--- src/rtl/uart_pkg.sv ---
// Shared definitions for the UART transmit path: data width and the
// transmit-FIFO controller state encoding.
package uart_pkg;

    localparam int DATA_W = 8;

    typedef enum logic [1:0] {
        IDLE,
        START,
        WAIT_BUSY,
        WAIT_DONE
    } txf_state_t;

endpackage

--- src/rtl/sync_fifo.sv ---
// Generic single-clock FIFO: circular storage with write/read pointers and a
// registered fill count. Full/empty are decoded from the registered count, so a
// write presented while full is refused even if a pop happens in that cycle.
// Reusable by both UART directions.
module sync_fifo #(
    parameter int DEPTH  = 16,
    parameter int DATA_W = 8,
    parameter int AW     = $clog2(DEPTH)
) (
    input  logic              clk,
    input  logic              rst,
    input  logic              i_wr_en,
    input  logic [DATA_W-1:0] i_wr_data,
    input  logic              i_rd_en,
    output logic [DATA_W-1:0] o_rd_data,
    output logic              o_full,
    output logic              o_empty,
    output logic [AW:0]       o_count
);

    localparam logic [AW:0] C_DEPTH = (AW + 1)'(DEPTH);

    logic [DATA_W-1:0] r_mem [DEPTH];
    logic [AW-1:0]     r_wp;
    logic [AW-1:0]     r_rp;
    logic [AW:0]       r_cnt;
    logic              w_push;
    logic              w_pop;

    assign o_full    = (r_cnt == C_DEPTH);
    assign o_empty   = (r_cnt == '0);
    assign o_count   = r_cnt;
    assign o_rd_data = r_mem[r_rp];

    assign w_push = i_wr_en && !o_full;
    assign w_pop  = i_rd_en && !o_empty;

    // Storage array is not reset; only the pointers define valid contents.
    always_ff @(posedge clk) begin
        if (w_push) begin
            r_mem[r_wp] <= i_wr_data;
        end
    end

    // Pointers wrap naturally because DEPTH is a power of two.
    always_ff @(posedge clk) begin
        if (rst) begin
            r_wp <= '0;
            r_rp <= '0;
        end else begin
            if (w_push) begin
                r_wp <= r_wp + 1'b1;
            end
            if (w_pop) begin
                r_rp <= r_rp + 1'b1;
            end
        end
    end

    // Fill count; a simultaneous push and pop leaves it unchanged.
    always_ff @(posedge clk) begin
        if (rst) begin
            r_cnt <= '0;
        end else begin
            case ({w_push, w_pop})
                2'b10:   r_cnt <= r_cnt + 1'b1;
                2'b01:   r_cnt <= r_cnt - 1'b1;
                default: r_cnt <= r_cnt;
            endcase
        end
    end

endmodule

--- src/rtl/uart_tx_fifo.sv ---
// Transmit byte buffer in front of the UART transmitter. Producers push bytes
// freely; bytes are released one at a time whenever the transmitter is idle.
// Dropped writes (FIFO full) set a sticky overflow flag.
//
// Optional build macro UART_TX_FIFO_LEVEL_EN adds the `level` output (fill count).
//
// state     | meaning
// ----------+------------------------------------------------------------
// IDLE      | waiting for data and an idle transmitter; pops on entry exit
// START     | byte latched in tx_data; act is registered high next cycle
// WAIT_BUSY | waiting for the transmitter to acknowledge with busy high
// WAIT_DONE | transmitter shifting; waiting for busy to fall
module uart_tx_fifo
    import uart_pkg::*;
#(
    parameter int DEPTH = 16,
    parameter int AW    = $clog2(DEPTH)
) (
    input  logic              clk,
    input  logic              rst,
    input  logic [DATA_W-1:0] wr_data,
    input  logic              wr_en,
    output logic              full,
    output logic              empty,
    output logic              overflow,
    output logic [DATA_W-1:0] tx_data,
    output logic              act,
    input  logic              busy
`ifdef UART_TX_FIFO_LEVEL_EN
    ,
    output logic [AW:0]       level
`endif
);

    txf_state_t        r_state;
    txf_state_t        w_next_state;
    logic              w_pop;
    logic [DATA_W-1:0] w_rd_data;
    logic              w_full;
    logic              w_empty;
    logic [AW:0]       w_count;
    logic [DATA_W-1:0] r_tx_data;
    logic              r_act;
    logic              r_overflow;

    sync_fifo #(
        .DEPTH  (DEPTH),
        .DATA_W (DATA_W),
        .AW     (AW)
    ) u_fifo (
        .clk       (clk),
        .rst       (rst),
        .i_wr_en   (wr_en),
        .i_wr_data (wr_data),
        .i_rd_en   (w_pop),
        .o_rd_data (w_rd_data),
        .o_full    (w_full),
        .o_empty   (w_empty),
        .o_count   (w_count)
    );

    assign full     = w_full;
    assign empty    = w_empty;
    assign overflow = r_overflow;
    assign tx_data  = r_tx_data;
    assign act      = r_act;

`ifdef UART_TX_FIFO_LEVEL_EN
    assign level = w_count;
`else
    logic w_unused_count;
    assign w_unused_count = ^w_count;
`endif

    // State register.
    always_ff @(posedge clk) begin
        if (rst) begin
            r_state <= IDLE;
        end else begin
            r_state <= w_next_state;
        end
    end

    // Next-state decode and pop request.
    always_comb begin
        w_next_state = r_state;
        w_pop        = 1'b0;
        case (r_state)
            IDLE: begin
                if (!w_empty && !busy) begin
                    w_pop        = 1'b1;
                    w_next_state = START;
                end
            end
            START: begin
                w_next_state = WAIT_BUSY;
            end
            WAIT_BUSY: begin
                if (busy) begin
                    w_next_state = WAIT_DONE;
                end
            end
            WAIT_DONE: begin
                if (!busy) begin
                    w_next_state = IDLE;
                end
            end
            default: begin
                w_next_state = IDLE;
            end
        endcase
    end

    // Output byte changes only when a byte is popped, so it stays stable
    // for the whole transfer.
    always_ff @(posedge clk) begin
        if (rst) begin
            r_tx_data <= '0;
        end else if (w_pop) begin
            r_tx_data <= w_rd_data;
        end
    end

    // Start strobe registered from the START state: a single clean cycle.
    always_ff @(posedge clk) begin
        if (rst) begin
            r_act <= 1'b0;
        end else begin
            r_act <= (r_state == START);
        end
    end

    // Sticky overflow: any write attempted while full was dropped.
    always_ff @(posedge clk) begin
        if (rst) begin
            r_overflow <= 1'b0;
        end else if (wr_en && w_full) begin
            r_overflow <= 1'b1;
        end
    end

endmodule
--- config.mk ---
export PLATFORM = sky130hd
export DESIGN_NAME = uart_tx_fifo
export DESIGN_NICKNAME = d
export VERILOG_FILES = /design/src/rtl/uart_pkg.sv /design/src/rtl/sync_fifo.sv /design/src/rtl/uart_tx_fifo.sv
export SDC_FILE = /design/constraint.sdc
export NUM_CORES = 1
export LEC_CHECK = 0
export ABC_AREA = 1
export BUFFER_PORTS_ARGS = -buffer_cell sky130_fd_sc_hd__buf_2
export CAP_MARGIN = 25
export CORE_ASPECT_RATIO = 1.2
export CORE_MARGIN = 2
export CORE_UTILIZATION = 25
export CTS_CLUSTER_DIAMETER = 120
export DETAILED_ROUTE_END_ITERATION = 12
export PLACE_DENSITY_LB_ADDON = 0.05
export SLEW_MARGIN = 20
export SYNTH_ARGS = -nofsm -noshare
export SYNTH_HDL_FRONTEND = slang
export SYNTH_SLANG_ARGS = --single-unit
--- constraint.sdc ---
create_clock -name clk -period 5.8 [get_ports clk]
set_input_delay 0.58 -clock clk [delete_from_list [all_inputs] [get_ports clk]]
set_output_delay 0.58 -clock clk [all_outputs]
set_load 0.05 [all_outputs]
# ---- Word-level counts from Yosys, hierarchy flattened
# Memory sizes are Yosys's and may differ from the RTL's. A register that Yosys moved wholly into a read port is not among the register bits.
# Index checks and enable logic that the tools add are counted.
dict set report totals {
  regBits 17
  ram_bits 128
  in_bits 12
  output_inout_bits 12
  mem_count 1
}
# memory depth word_bits rd rd_ports_with_merged_regs wr line_no
set memory_table {}
lappend memory_table {u_fifo.r_mem 16 8 1 1 1 sync_fifo.sv:23} ;# logic [DATA_W-1:0] r_mem [DEPTH];
dict set report classes {
  n_addsub 4
  eq_ne 9
  n_mux 9
  n_reduce_logical 11
}
# cell count
set op_table {}
lappend op_table {{5-bit one-hot mux with 2 select lines} 1}
lappend op_table {{4-bit by 1-bit adder with 4-bit output, second input constant} 2}
lappend op_table {{2-bit one-hot mux with 4 select lines} 1}
lappend op_table {{2-bit equality test, second input constant} 3}
lappend op_table {{2-bit 2-to-1 mux} 3}
lappend op_table {{2-bit != test, second input constant} 3}
lappend op_table {{5-bit by 1-bit adder with 5-bit output, second input constant} 1}
lappend op_table {{5-bit equality test, second input constant} 1}
lappend op_table {{5-bit logical NOT} 1}
lappend op_table {{5-bit by 1-bit subtractor with 5-bit output, second input constant} 1}
lappend op_table {{2-bit by 1-bit equality test with 1-bit output, second input constant} 2}
lappend op_table {{1-bit logical AND} 4}
lappend op_table {{1-bit 2-to-1 mux} 4}
lappend op_table {{1-bit logical NOT} 3}
lappend op_table {{3-bit AND reduction} 1}
lappend op_table {{2-bit logical NOT} 1}
lappend op_table {{2-bit nonzero test} 1}

# ---- Longest topological paths before layout
dict set report logic_depth {
  word_depth 8
  ltp_mapped 14
  mapped_depth_nobuf 13
}

# ---- By module
# From an unflattened synthesis, not the netlist that was laid out.
dict set report hier_totals {
  cells_unflattened 552
  hier_area_um2 6651.4
}
# mod n_inst cells_per_inst area_each_um2 seq_area_each_um2
set by_module_without_submodules {}
lappend by_module_without_submodules {sync_fifo 1 478 6099.6 4184.0}
lappend by_module_without_submodules {uart_tx_fifo 1 74 551.8 240.2}

# ---- Least setup slack after synthesis
# Ideal clock, no wire load.
dict set report synth_path {
  kind {input to register}
  startpoint {input port busy}
  endpoint {register u_fifo.r_cnt[3] (netlist: u_fifo.o_count[3])}
  setup_ns 0.115
  arrival_ns 2.099
  required_ns 5.685
  setup_slack_ns 3.585
  stages 11
  path_buffers 1
  cell_sequence {inv_1 nand2_2 nor2_4 buf_6 ha_1 ha_1 a21oi_1 nand2_1 xor2_1 o21ai_0 inv_1}
}
dict set report synth_via {
  elab_chain_cells 7
}
# item line_no
set synth_lines {}
lappend synth_lines {{start, declared} uart_tx_fifo.sv:28} ;# input logic busy
lappend synth_lines {{1-bit logical NOT (*)} -}
lappend synth_lines {{1-bit logical AND (*)} uart_tx_fifo.sv:90} ;# if (!w_empty && !busy) begin
lappend synth_lines {{1-bit 2-to-1 mux (*)} uart_tx_fifo.sv:90}
lappend synth_lines {{1-bit 2-to-1 mux (*)} uart_tx_fifo.sv:88} ;# case (r_state)
lappend synth_lines {{1-bit logical AND (*)} sync_fifo.sv:36} ;# assign w_pop = i_rd_en && !o_empty;
lappend synth_lines {{net u_fifo.w_pop} sync_fifo.sv:28} ;# logic w_pop;
lappend synth_lines {{2-bit by 1-bit equality test with 1-bit output or 2-bit equality test (tied branches)} sync_fifo.sv:65} ;# case ({w_push, w_pop})
lappend synth_lines {{5-bit one-hot mux with 2 select lines or 2-bit nonzero test (tied branches)} -}
lappend synth_lines {{end signal, assigned} sync_fifo.sv:66} ;# 2'b10: r_cnt <= r_cnt + 1'b1;
lappend synth_lines {{end signal, assigned} sync_fifo.sv:67} ;# 2'b01: r_cnt <= r_cnt - 1'b1;
lappend synth_lines {{end signal, assigned} sync_fifo.sv:68} ;# default: r_cnt <= r_cnt;
lappend synth_lines {{end, declared} sync_fifo.sv:26} ;# logic [AW:0] r_cnt;
# Mark *: on every way through the listed nets, which the timed path passes. The rest lies on a longest branch.
# A chain may end at the register's enable or synchronous reset.

==> reports/metrics.yaml <==
setup_path:
  slowest_delay_ns: 0.91
  highest_fanout_seen_on_the_critical_path: 18
  timing.critical_path.from_type: "register"
  worst-setup-path-type: "reg2reg"
  slowest_stage: "clkinv_1"
  critical_path_arrival_ns: 3.11
  cp.required_ns: 6.17
  worstSetupEndpointType: "register"
  critPathTopFamily: "buffers and inverters"
  worst-path-buf-inv: 2
  critical_path.most_common_cell: "nand3_1"
  timing.critical_path.cells: "clkinv_1 > nand3_1 > nand3_1 > nand3_1 > nand2_1 > inv_1"
hold_path:
  min_path_type: "in2reg"
clock_network:
  cts_repair_resize_count: 0
  clkLatencyLatePin_ns: 0.43
  hold_buffers: 0
  cts_made_buffers: 17
  cts_tree: "done"
  cts_sinks: 153
  clock-root-buffer: "clkbuf_16"
  max-clock-path-buffers: 2
  cts.reportedPaths.clkPinSlew_ns: 0.06
  cts_max_level: 4
  cts_setup_buffers: 0
power:
  vdd.ir_drop.worst_mv: 0.198
  power.share.switching: 0.361
  p_leak_nw: 3.26
  combinationalPowerShare: 0.291
  pwr-share-seq: 0.380
  power.density_mw_per_mm2: 447
  switchingPower_mw: 1.26
  report.power.total_mw: 3.48
  clockPowerShare: 0.330
  cellInternalPower_mw: 2.22
floorplanning:
  die-width_um: 154
  dieHeight_um: 184
  initial_utilization: 0.252
  die_area_mm2: 0.0284
  rows: 66
  core_mm2: 0.0268
  i_o_pin_count: 24
detailed_routing:
  detail_route.vias_per_cell: 4.27
  remaining_drc_errors: 0
  wl_per_cell_um: 18.1
  drt_iter0_drc: 205
  routed_wl_mm: 19.0
  via_count: 4498
  number_of_iterations_in_the_first_detailed_routing_pass: 4
  ant_nets: 0
place:
  gp_congestion: 0.769
  io_buffer_count: 23
  post_dp_hpwl_mm: 12.0
status:
  result_of_the_run: "finished clean"
timing:
  clock-skew-final_ns: 0.0114
  rsz_0062_raised_after_global_routing: "false"
  worst-slew-pin-transition_ns: 0.999
  final-max-slew-violation-count: 0
  worst_slew_margin_rel: 0.331
  finalHoldViolCount: 0
  fin_crit_sh: 0.473
  finalCriticalPeriod_ns: 2.74
  fmax_mhz: 365
  final.setup.tns_ns: 0
  timing.final.setup_violations: 0
yosys:
  seq_area_frac_synth: 0.641
  post_synth.cell_area_avg_um2: 9.92
  synth_area_mm2: 0.00677
  synth_cells: 683
  synth.yosys.warnings: 0
  syn-num-nets: 710
  unique_cell_type_count_in_the_yosys_netlist: 25
  postSynthRegisterBits: 153
cells_and_area:
  most_frequent_standard_cell_in_the_layout_excluding_fill_and_tap_cells: "nand2_1"
  flow.area_growth_from_synthesis_pct: 14.9
  layout.filler_cells: 2758
  insertedDiodeCount: 0
  most-common-layout-cells: "nand2_1, edfxtp_1, nand3_1, inv_1, nor2_1"
  final_layout_size_suffix_gt1_frac: 0.0910
  finish.net_count: 728
grt:
  grt_max_degree: 68
  antenna_found_initial: 0
  grt-ovfl-total: 0
  first_global_vias: 4647
  grt_usage: 0.141
  grt_first_pass_wirelength_mm: 28.8
job:
  timing.max_cap.violations: 0
-- cells by family (layout without fill, tap and decap cells) --
logic type | after synthesis | count (layout) | synth area share
AND/OR/NAND/NOR | 353 | 353 | 0.216
flip-flops | 153 | 153 | 0.641
buffers and inverters | 125 | 156 | 0.0783
AO/OA/AOI/OAI | 30 | 30 | 0.0260
adder cells (fa/ha/maj) | 15 | 15 | 0.0288
XOR/XNOR | 6 | 6 | 0.00776
multiplexers | 1 | 1 | 0.00148
-- final cells by class --
type | instances | area, um2 | area share
clock buffers | 18 | 429 | 0.0551
clock inverters | 14 | 171 | 0.0220
multi-input cells | 405 | 1900 | 0.244
inverters | 96 | 360 | 0.0463
flip-flops and latches | 153 | 4350 | 0.558
well taps | 340 | 425 | 0.0547
repair buffers | 28 | 153 | 0.0196
-- layer usage --
layer  routed length, um  global-route usage  share of wire  up-vias
met5                   0                   0              0        -
met1                8340               0.171           0.44     2169
li1                    -                   -              -     2248
met4                 321              0.0474          0.017        0
met2                9820               0.251           0.52       65
met3                 559              0.0256          0.029       16
-- cells in the mapped netlist --
library cell	count	area, um2
o21ai_0	7	35.0
xor2_1	6	52.6
a21oi_2	1	8.76
nand2_2	3	18.8
nor2_4	1	11.3
clkbuf_1	6	22.5
nand3_1	94	470
inv_1	92	345
buf_2	13	65.1
nand4_1	2	12.5
a21oi_1	13	65.1
nor3_1	1	5.00
buf_4	8	60.1
mux2i_1	1	10.0
inv_2	2	7.51
o21a_1	8	60.1
o21bai_1	1	7.51
ha_1	14	175
fa_1	1	20.0
clkinv_1	2	7.51
nand2_1	225	845
edfxtp_1	128	3840
dfxtp_1	25	500
buf_6	2	22.5
nor2_1	27	101
-- power groups by stage --
stage               combinational [mW]  sequential, mW  clock (mW)
finish                            1.01            1.32        1.15
global route                      1.14            1.33        1.22
CTS                               1.04            1.32        1.18
detailed placement                1.04            1.35           0
global placement                  1.04            1.35           0
floorplan                        0.672            1.42           0
-- sequential cells by signal, summed over array words and instances, names as in the netlist --
signal / flops
u_fifo.r_wp: 4
r_state: 2
overflow: 1
u_fifo.r_mem: 128
u_fifo.r_rp: 4
tx_data: 8
u_fifo.o_count: 5
act: 1
-- path summary, 6_finish.rpt --
| check | slack, ns | from | cells after the start | end |
|---|---|---|---|---|
| setup / recovery | 3.06 | u_fifo.r_rp[2] | 6 | tx_data[1] |
| setup reg to reg | 3.06 | u_fifo.r_rp[2] | 6 | tx_data[1] |
| hold / removal | 0.42 | wr_en | 3 | overflow |
| hold reg to reg | 0.48 | overflow | 2 | overflow |
-- through the flow --
stage / utilization / hold slack (ns) / cells / setup slack, ns / instance area, um2
2_1_floorplan: - / 0.472 / 683 / 3.59 / 6770
3_3_place_gp: 0.267 / 0.453 / 1021 / 2.93 / 7170
3_5_place_dp: 0.267 / 0.461 / 1021 / 2.88 / 7170
4_1_cts: 0.290 / 0.405 / 1053 / 2.93 / 7770
5_1_grt: 0.290 / 0.444 / 1054 / 2.86 / 7780
6_report: 0.290 / 0.418 / 1054 / 3.06 / 7780
-- worst reg2reg max path, delay by kind of cell, from the launching register on --
kind / cells / cell delay [ns]
buf+inv: 2 / 0.95
flops: 1 / 0.87
simple gates: 4 / 0.86
No activity file was read; power rests on OpenSTA's default activity.
